[src/rtl/scan_code_event_decoder.sv]
// Scan-code byte stream to key event decoder: E0/F0 prefix FSM with a prefix
// timeout, feeding a FIFO of {ext, brk, code} events with a sticky overflow flag.
module scan_code_event_decoder #(
   parameter int FIFO_DEPTH     = 4,
   parameter int TIMEOUT_CYCLES = 1000000
) (
   input  logic                        FCLK,
   input  logic                        RESET_N,
   input  logic [7:0]                  SCAN_IN,
   output logic                        EVT_VALID,
   input  logic                        EVT_READY,
   output logic [7:0]                  EVT_CODE,
   output logic                        EVT_BREAK,
   output logic                        EVT_EXT,
   output logic [$clog2(FIFO_DEPTH):0] FIFO_COUNT,
   output logic                        OVERFLOW
);

   localparam int AW = $clog2(FIFO_DEPTH);
   localparam int TW = $clog2(TIMEOUT_CYCLES + 1);
   localparam logic [TW-1:0] TO_LAST = TW'(TIMEOUT_CYCLES - 1);
   localparam logic [AW:0]   FULL_COUNT = (AW + 1)'(FIFO_DEPTH);

   typedef enum logic [1:0] {IDLE, GOT_E0, GOT_F0, GOT_E0F0} state_t;

   state_t        state, state_next;
   logic [7:0]    scan_prev;
   logic          strobe;
   logic [TW-1:0] to_cnt;
   logic          timed_out;
   logic          push_evt;
   logic          ev_ext, ev_brk;

   logic [9:0]    mem [FIFO_DEPTH];
   logic [AW-1:0] wptr, rptr;
   logic [AW:0]   count;
   logic          full, pop, do_push;
   logic [9:0]    head;

   assign strobe    = (SCAN_IN != 8'h00) && (SCAN_IN != scan_prev);
   assign timed_out = (state != IDLE) && !strobe && (to_cnt == TO_LAST);

   always_ff @(posedge FCLK or negedge RESET_N) begin
      if (!RESET_N) begin
         scan_prev <= 8'h00;
         to_cnt    <= '0;
      end else begin
         scan_prev <= SCAN_IN;
         if (state == IDLE || strobe)
            to_cnt <= '0;
         else if (to_cnt != TO_LAST)
            to_cnt <= to_cnt + TW'(1);
      end
   end

   always_ff @(posedge FCLK or negedge RESET_N) begin
      if (!RESET_N)
         state <= IDLE;
      else
         state <= state_next;
   end

   // A strobe always wins over a timeout landing on the same cycle.
   always_comb begin
      state_next = state;
      if (strobe) begin
         if (SCAN_IN == 8'hE0)
            state_next = GOT_E0;
         else if (SCAN_IN == 8'hF0) begin
            if (state == IDLE)
               state_next = GOT_F0;
            else if (state == GOT_E0)
               state_next = GOT_E0F0;
         end else
            state_next = IDLE;
      end else if (timed_out)
         state_next = IDLE;
   end

   always_comb begin
      push_evt = strobe && (SCAN_IN != 8'hE0) && (SCAN_IN != 8'hF0);
      ev_ext   = (state == GOT_E0) || (state == GOT_E0F0);
      ev_brk   = (state == GOT_F0) || (state == GOT_E0F0);
   end

   assign full    = (count == FULL_COUNT);
   assign pop     = (count != '0) && EVT_READY;
   assign do_push = push_evt && (!full || pop);

   always_ff @(posedge FCLK) begin
      if (do_push)
         mem[wptr] <= {ev_ext, ev_brk, SCAN_IN};
   end

   always_ff @(posedge FCLK or negedge RESET_N) begin
      if (!RESET_N) begin
         wptr     <= '0;
         rptr     <= '0;
         count    <= '0;
         OVERFLOW <= 1'b0;
      end else begin
         if (do_push)
            wptr <= wptr + AW'(1);
         if (pop)
            rptr <= rptr + AW'(1);
         case ({do_push, pop})
            2'b10:   count <= count + (AW + 1)'(1);
            2'b01:   count <= count - (AW + 1)'(1);
            default: count <= count;
         endcase
         if (push_evt && full && !pop)
            OVERFLOW <= 1'b1;
      end
   end

   // Payload is forced to zero while empty so reset and idle outputs are clean.
   assign head       = mem[rptr];
   assign EVT_VALID  = (count != '0);
   assign FIFO_COUNT = count;
   assign EVT_CODE   = EVT_VALID ? head[7:0] : 8'h00;
   assign EVT_BREAK  = EVT_VALID & head[8];
   assign EVT_EXT    = EVT_VALID & head[9];

endmodule

[config.mk]
export PLATFORM = sky130hd
export DESIGN_NAME = scan_code_event_decoder
export DESIGN_NICKNAME = d
export VERILOG_FILES = /design/src/rtl/scan_code_event_decoder.sv
export SDC_FILE = /design/constraint.sdc
export NUM_CORES = 1
export LEC_CHECK = 0
export CAP_MARGIN = 20
export CORE_ASPECT_RATIO = 0.7
export CORE_MARGIN = 2
export CORE_UTILIZATION = 30
export CTS_BUF_LIST = sky130_fd_sc_hd__clkbuf_4
export CTS_CLUSTER_DIAMETER = 200
export DETAILED_ROUTE_END_ITERATION = 12
export PLACE_DENSITY = 0.56
export SYNTH_ARGS = -nofsm -noshare
export SYNTH_HDL_FRONTEND = slang
export SYNTH_SLANG_ARGS = --single-unit
export TNS_END_PERCENT = 30
[constraint.sdc]
create_clock -name FCLK -period 3 [get_ports FCLK]
set_input_delay 0.3 -clock FCLK [delete_from_list [all_inputs] [get_ports FCLK]]
set_output_delay 0.3 -clock FCLK [all_outputs]
set_load 0.01 [all_outputs]
==> out/qor.txt, run 1 <==
Nets = 322
Syn. warnings = 0
Core box area = 11600 µm²
Crit-path slowest cell = or3_1
Worst Setup End Kind = primary output
Cell chain of the critical path = or3_1, buf_4, and2_1, clkdlybuf4s50_1
CP bufs+invs = 2
Finished Core Util = 0.3602
R2R depth = 8
Simple-Gate Fraction of Synth Area = 0.1670
R2R Path Start = scan_prev[2]$_DFF_PN0_
Hold/Removal Path Class = input pin to async pin
Std-Cell Rows = 33
Top FF cell, synth = edfxtp_1
Drt initial violations = 120
Vias in the first global route = 2195
Sw Ratio = 0.2988
Post-CTS setup buffers = 0
Synth Instances = 267
Tmin final = 2.556 ns
Clock Skews = 0.01501 ns
TritonCTS clock tree = built
Largest net degree at the start of global routing = 39
Rel. slew slack = 0.4112
Avg Inst Size Synth = 13.21 µm²
Sequential share of power = 0.456
Internal Power = 2.370 mW
Syn Std Cell Area = 3528 µm²
Clk buf depth = 2
Area after DPL = 4016 µm²
Post-synth ARST share = 0.4872
Pre-CTS WS = 0.1224 ns
Crit path max fanout = 10
Hold_buf cts = 0
NetSw = 1.010 mW
Synth area leaders = edfxtp_1 34%, dfrtp_1 27%, mux4_2 6.4%
Crit Reg-Reg Endpoint = FIFO_COUNT[1]$_DFFE_PN0P_
PostCTS Resize Cnt = 0
Post-Synth Adder-Cell Area = 0.02340
Register bit count reported by yosys = 78
Filler cells = 1095
Htree depth = 3
N_diodes = 0
Seq/Total Area, Yosys = 0.6099
Final WS setup = 0.4436 ns
Worst skew pair latency = 0.41 ns
DRT antenna net count = 0
Slew Viols, Final = 0
Final setup viols = 0
Dpl hpwl = 4843 µm
Post-synth EDFFs = 40
XOR/XNOR share of the synthesized area = 0.06702
Routed len/inst = 15.05 µm
RSZ-0062 raised after global routing = no
Minimum hold slack = -0.007779 ns
Via count = 2207
Gr usage total = 0.1192
Syn nets = 284
Worst VDD drop = 296.8 µV
P_leak = 1.492 nW
Die area = 12660 µm²
Root Driver = clkbuf_4
Failing checks = hold timing
Worst-margin pin slew = 0.8832 ns
Distinct cells, synth = 43
Clock Power Share = 0.208
First-pass GRT wire length = 11510 µm
PD cells = 808.8 nW/µm²
Largest family of logic cells by synthesized area = simple AND/OR/NAND/NOR gates
Die Wd = 133.6 µm
Worst Path Required = 2.70 ns
Top delay family on crit path = buffers and inverters
Compound-Gate Fraction of Synth Area = 0.03972
Mux cell area share after synthesis = 0.07518
Vias per cell = 4.726
IO buf count = 25
Crit share post-route = 0.8521
# DRC = 0
CTS clock-pin slew for the worst setup and hold paths = 0.13 ns
Setup_tns = 0 ns
CP startpoint kind = register
DRT Wirelength = 7030 µm
Gr ovfl total = 0
Die Y-Extent = 94.74 µm
Reg-to-reg slack, setup = 0.78 ns
Crit path largest cell delay = 0.54 ns
Fmax = 391.2 MHz
Design Area, Final = 4179 µm²
Sink Count = 78
Crit path kind = register to primary output
Post-synth top area cell = edfxtp_1
GP Congestion = 0.7804
Inserted Clock Buffers = 9
Area growth, synth to finish = 18.44%
Worst EP arrival = 2.26 ns
Initial antenna violation count = 0
Area share of the largest cell type after synthesis = 0.3404
Number of top-level pins = 26
Maxcap violations = 0
Top cells by count, synth = 40 x edfxtp_1, 38 x dfrtp_1, 24 x nor2_1, 19 x xnor2_1, 15 x and2_1
First-pass DRT Iterations = 4
Status = finished with violations
Starting Density = 0.3041
Final Hold Fails = 6
Logic pwr share = 0.336
Layout cells sized above 1 = 0.1387
Most common cell in the netlist = edfxtp_1
## area by class of cell
| type | instances | area [µm²] | share of cell area |
|---|---|---|---|
| Sequential cell | 78 | 2152 | 0.5150 |
| Multi-Input combinational cell | 173 | 1314 | 0.3144 |
| Timing Repair Buffer | 36 | 327.8 | 0.07844 |
| Tap cell | 157 | 196.4 | 0.04701 |
| Clock inverter | 6 | 87.58 | 0.02096 |
| Clock buffer | 10 | 75.07 | 0.01796 |
| Inverter | 7 | 26.28 | 0.006287 |
## worst max path at each step
stage	startpoint	endpoint	cells after the start
after global routing	FIFO_COUNT[1]$_DFFE_PN0P_	EVT_EXT	4
after global placement	SCAN_IN[2]	FIFO_COUNT[1]$_DFFE_PN0P_	8
after detailed placement	SCAN_IN[2]	FIFO_COUNT[1]$_DFFE_PN0P_	8
final	FIFO_COUNT[1]$_DFFE_PN0P_	EVT_CODE[0]	4
after floorplan	scan_prev[2]$_DFF_PN0_	FIFO_COUNT[1]$_DFFE_PN0P_	8
after CTS	FIFO_COUNT[1]$_DFFE_PN0P_	EVT_EXT	4
## logic make-up (layout without fill, tap and decap cells)
family                   count (synthesis)  after routing
AO/OA/AOI/OAI                           21             21
XOR/XNOR                                27             27
adder cells (fa/ha/maj)                  6              6
buffers and inverters                   16             59
flip-flops                              78             78
multiplexers                            14             14
AND/OR/NAND/NOR                        105            105
## worst register-to-register path, cell delays in order (launching register included)
cell	delay, ns
dfrtp_1	0.39
xnor2_1	0.19
nand4_1	0.15
o21ai_2	0.17
nand2b_1	0.14
nand3_1	0.10
fa_1	0.47
a211o_1	0.24
a221oi_1	0.26
## flip-flops by register name, indices dropped and copies added (netlist names)
signal / cells
FIFO_COUNT: 3
wptr: 2
rptr: 2
OVERFLOW: 1
mem: 40
to_cnt: 20
state: 2
scan_prev: 8
## per-layer routing
layer / track usage / vias to the layer above / part of all wire
met5: 0 / - / 0
met4: 0.04433 / 0 / 0.018
met3: 0.02738 / 11 / 0.036
met2: 0.1774 / 41 / 0.44
met1: 0.1707 / 1100 / 0.51
li1: - / 1055 / -
## through the flow
stage / instances / total power [mW]
after floorplan: 267 / 2.184
after global placement: 451 / 2.723
after detailed placement: 451 / 2.732
after CTS: 467 / 3.440
after global routing: 467 / 3.600
final: 467 / 3.380
## power by group through the flow
| stage | clock, mW | combinational (mW) | sequential [mW] |
|---|---|---|---|
| after floorplan | 0 | 0.668 | 1.52 |
| after global placement | 0 | 1.16 | 1.56 |
| after detailed placement | 0 | 1.16 | 1.57 |
| after CTS | 0.729 | 1.17 | 1.55 |
| after global routing | 0.770 | 1.26 | 1.57 |
| final | 0.702 | 1.14 | 1.54 |
## cells in the final DEF, fill, tap and decap left out, drive strengths merged, types with 5 or more instances in the layout
cell type	Yosys	layout
edfxtp	40	40
dfrtp	38	38
nor2	24	24
clkdlybuf4s50	0	24
xnor2	19	19
and2	15	15
nand2	14	14
nand3	13	13
buf	2	12
mux4	10	10
clkbuf	7	10
nand4	8	8
xor2	8	8
inv	7	7
o21ai	7	7
nor4	6	6
ha	5	5
nor3	5	5
Note: power is estimated with default switching activity, not from simulation.
==> inputs of run 2 (changes only) <==
CORE_MARGIN = 1.5   (was 2)
==> run 2 against run 1 <==
Effect of this change:
- the flow now finishes without violations
- combinational power hardly changed
- sequential share of layout area about the same
- critical path depth stayed put
- non-clock buffer count decreased by 2
- wire length fell by 0.77%
- sequential cell count is the same
- die area down 1.8%
- clock skew decreased by 0.0011 ns
- critical path type unchanged
- largest cell class unchanged
==> out/qor.txt, run 2 (synthesized netlist as in run 1, its figures left out) <==
Global routing's busiest layer = met2 (unchanged)
Dpl hpwl = 4864 µm (was 4843 µm)
Crit path largest cell delay = 0.57 ns (was 0.54 ns)
Dpl cells = 444 (was 451)
Gr ovfl total = 0 (unchanged)
N_diodes = 0 (unchanged)
Global Route met3 Usage = 0.02859 (was 0.02738)
First-pass DRT Iterations = 4 (unchanged)
Met2 Track Usage GR = 0.1907 (was 0.1774)
Largest Register = mem (unchanged)
DRT antenna net count = 0 (unchanged)
Area growth, synth to finish = 18.51% (was 18.44%)
TritonCTS clock tree = built (unchanged)
Crit-path slowest cell = dfrtp_1 (was or3_1)
Fmax = 381.6 MHz (was 391.2 MHz)
Seq. cell area = 2152 µm² (unchanged)
CTS clock-pin slew for the worst setup and hold paths = 0.12 ns (was 0.13 ns)
Initial antenna violation count = 0 (unchanged)
Starting Density = 0.3136 (was 0.3041)
Crit path max fanout = 8 (was 10)
Largest regs = mem x40, to_cnt x20, scan_prev x8 (unchanged)
Layout cells sized above 1 = 0.1364 (was 0.1387)
Vias per cell = 4.731 (was 4.726)
PD cells = 810.6 nW/µm² (was 808.8 nW/µm²)
Worst skew pair latency = 0.41 ns (about the same)
Core box area = 11250 µm² (was 11600 µm²)
Finished Core Util = 0.3717 (was 0.3602)
Final Hold Fails = 0 (was 6)
Clock Skews = 0.01395 ns (was 0.01501 ns)
Sink Count = 78 (unchanged)
Number of top-level pins = 26 (unchanged)
Maxcap violations = 0 (unchanged)
Commonest non-fill, non-tap cell in the layout = edfxtp_1 (unchanged)
Worst Setup End Kind = primary output (unchanged)
P_leak = 1.493 nW (was 1.492 nW)
Met1 Use GR = 0.1749 (was 0.1707)
Hold/Removal Path Class = input pin to register (was input pin to async pin)
Worst-margin pin slew = 0.9366 ns (was 0.8832 ns)
Die Wd = 132.6 µm (was 133.6 µm)
RSZ-0062 raised after global routing = no (unchanged)
Slew Viols, Final = 0 (unchanged)
Number of flip-flops in the largest register = 40 (unchanged)
First-pass GRT wire length = 11730 µm (was 11510 µm)
# DRC = 0 (unchanged)
Inserted Clock Buffers = 9 (unchanged)
CP startpoint kind = register (unchanged)
Largest net degree at the start of global routing = 39 (unchanged)
Via count = 2181 (was 2207)
Std-Cell Rows = 32 (was 33)
Minimum hold slack = 0.4893 ns (was -0.007779 ns)
GP Congestion = 0.7767 (was 0.7804)
Multi-input logic area = 1318 µm² (was 1314 µm²)
Worst VDD drop = 288.8 µV (was 296.8 µV)
Die Y-Extent = 93.74 µm (was 94.74 µm)
Crit path kind = register to primary output (unchanged)
DRT Wirelength = 6976 µm (was 7030 µm)
Routed len/inst = 15.13 µm (was 15.05 µm)
Drt initial violations = 165 (was 120)
Rel. slew slack = 0.3755 (was 0.4112)
Tmin final = 2.620 ns (was 2.556 ns)
Clk buf depth = 2 (unchanged)
Crit share post-route = 0.8734 (was 0.8521)
PostCTS Resize Cnt = 0 (unchanged)
Vias in the first global route = 2207 (was 2195)
Die area = 12430 µm² (was 12660 µm²)
Htree depth = 3 (unchanged)
Nets = 320 (was 322)
Filler cells = 1089 (was 1095)
Setup_tns = 0 ns (unchanged)
Cell chain of the critical path = buf_12, mux4_2, and2_1, clkdlybuf4s50_1 (was or3_1, buf_4, and2_1, clkdlybuf4s50_1)
Worst Path Required = 2.70 ns (about the same)
Root Driver = clkbuf_4 (unchanged)
Status = complete, no violations (was finished with violations)
Power Total = 3.389 mW (was 3.380 mW)
IO buf count = 25 (unchanged)
Commonest cells after routing, fill and taps aside = 40 x edfxtp_1, 38 x dfrtp_1, 24 x nor2_1, 24 x clkdlybuf4s50_1, 19 x xnor2_1 (unchanged)
Final setup viols = 0 (unchanged)
Gr usage total = 0.1240 (was 0.1192)
Worst EP arrival = 2.32 ns (was 2.26 ns)
Final cell count without fillers = 461 (was 467)
-- run 2: changes by cell type in the layout (fill, tap and decap cells not counted), sizes merged --
cell         previous run  this run
clkbuf                 10         9
dlygate4sd3             0         1
clkinvlp                2         1
buf                    12         9
clkinv                  2         4
-- run 2: final timing paths --
check                                       start                         to  slack (ns)  depth (start not counted)
max                           rptr[0]$_DFFE_PN0P_                EVT_CODE[4]        0.38                          4
min                                    SCAN_IN[4]     scan_prev[4]$_DFF_PN0_        0.49                          1
max reg2reg                scan_prev[3]$_DFF_PN0_  FIFO_COUNT[1]$_DFFE_PN0P_        0.81                          8
min reg2reg                  OVERFLOW$_DFFE_PN0P_       OVERFLOW$_DFFE_PN0P_        0.51                          1
max in group asynchronous                 RESET_N        rptr[1]$_DFFE_PN0P_        1.92                          2
min in group asynchronous                 RESET_N     to_cnt[13]$_DFFE_PN0N_        0.53                          2
-- run 2: timing repair --
action                                 4_1_cts  5_1_grt
hold buffers                                 1        0
endpoints found under the hold margin       35        0
buffers inserted                             0        0
-- run 2: final cells by class --
cell class              instances  area share
inverters                       7    0.006284
flip-flops and latches         78      0.5147
clock inverters                 7     0.02364
well taps                     153     0.04578
clock buffers                   9     0.01616
repair buffers                 34     0.07840
multi-input cells             173      0.3151
-- run 2: per-layer routing --
layer,up-vias,wire length [µm]
met1,1090,3514
met5,-,0
met2,34,3180
met3,8,191
li1,1049,-
met4,0,90
-- run 2: worst max-delay path, delay by kind of cell, from the launching register on --
kind	cells	cell delay, ns
simple gates	1	0.19
mux	1	0.48
flops	1	0.57
buf+inv	2	0.67
-- run 2: power by group --
part | internal, mW | total (mW) | switching, mW
clock | 0.340 | 0.711 | 0.370
sequential | 1.41 | 1.55 | 0.144
combinational | 0.624 | 1.13 | 0.502
total | 2.37 | 3.39 | 1.02
-- run 2: stage by stage --
stage	instance area, µm²	setup WS [ns]
after floorplan	3528	0.7288
after global placement	4005	0.2668
after detailed placement	4005	0.1121
after CTS	4182	0.2992
after global routing	4182	0.2274
final	4182	0.3798
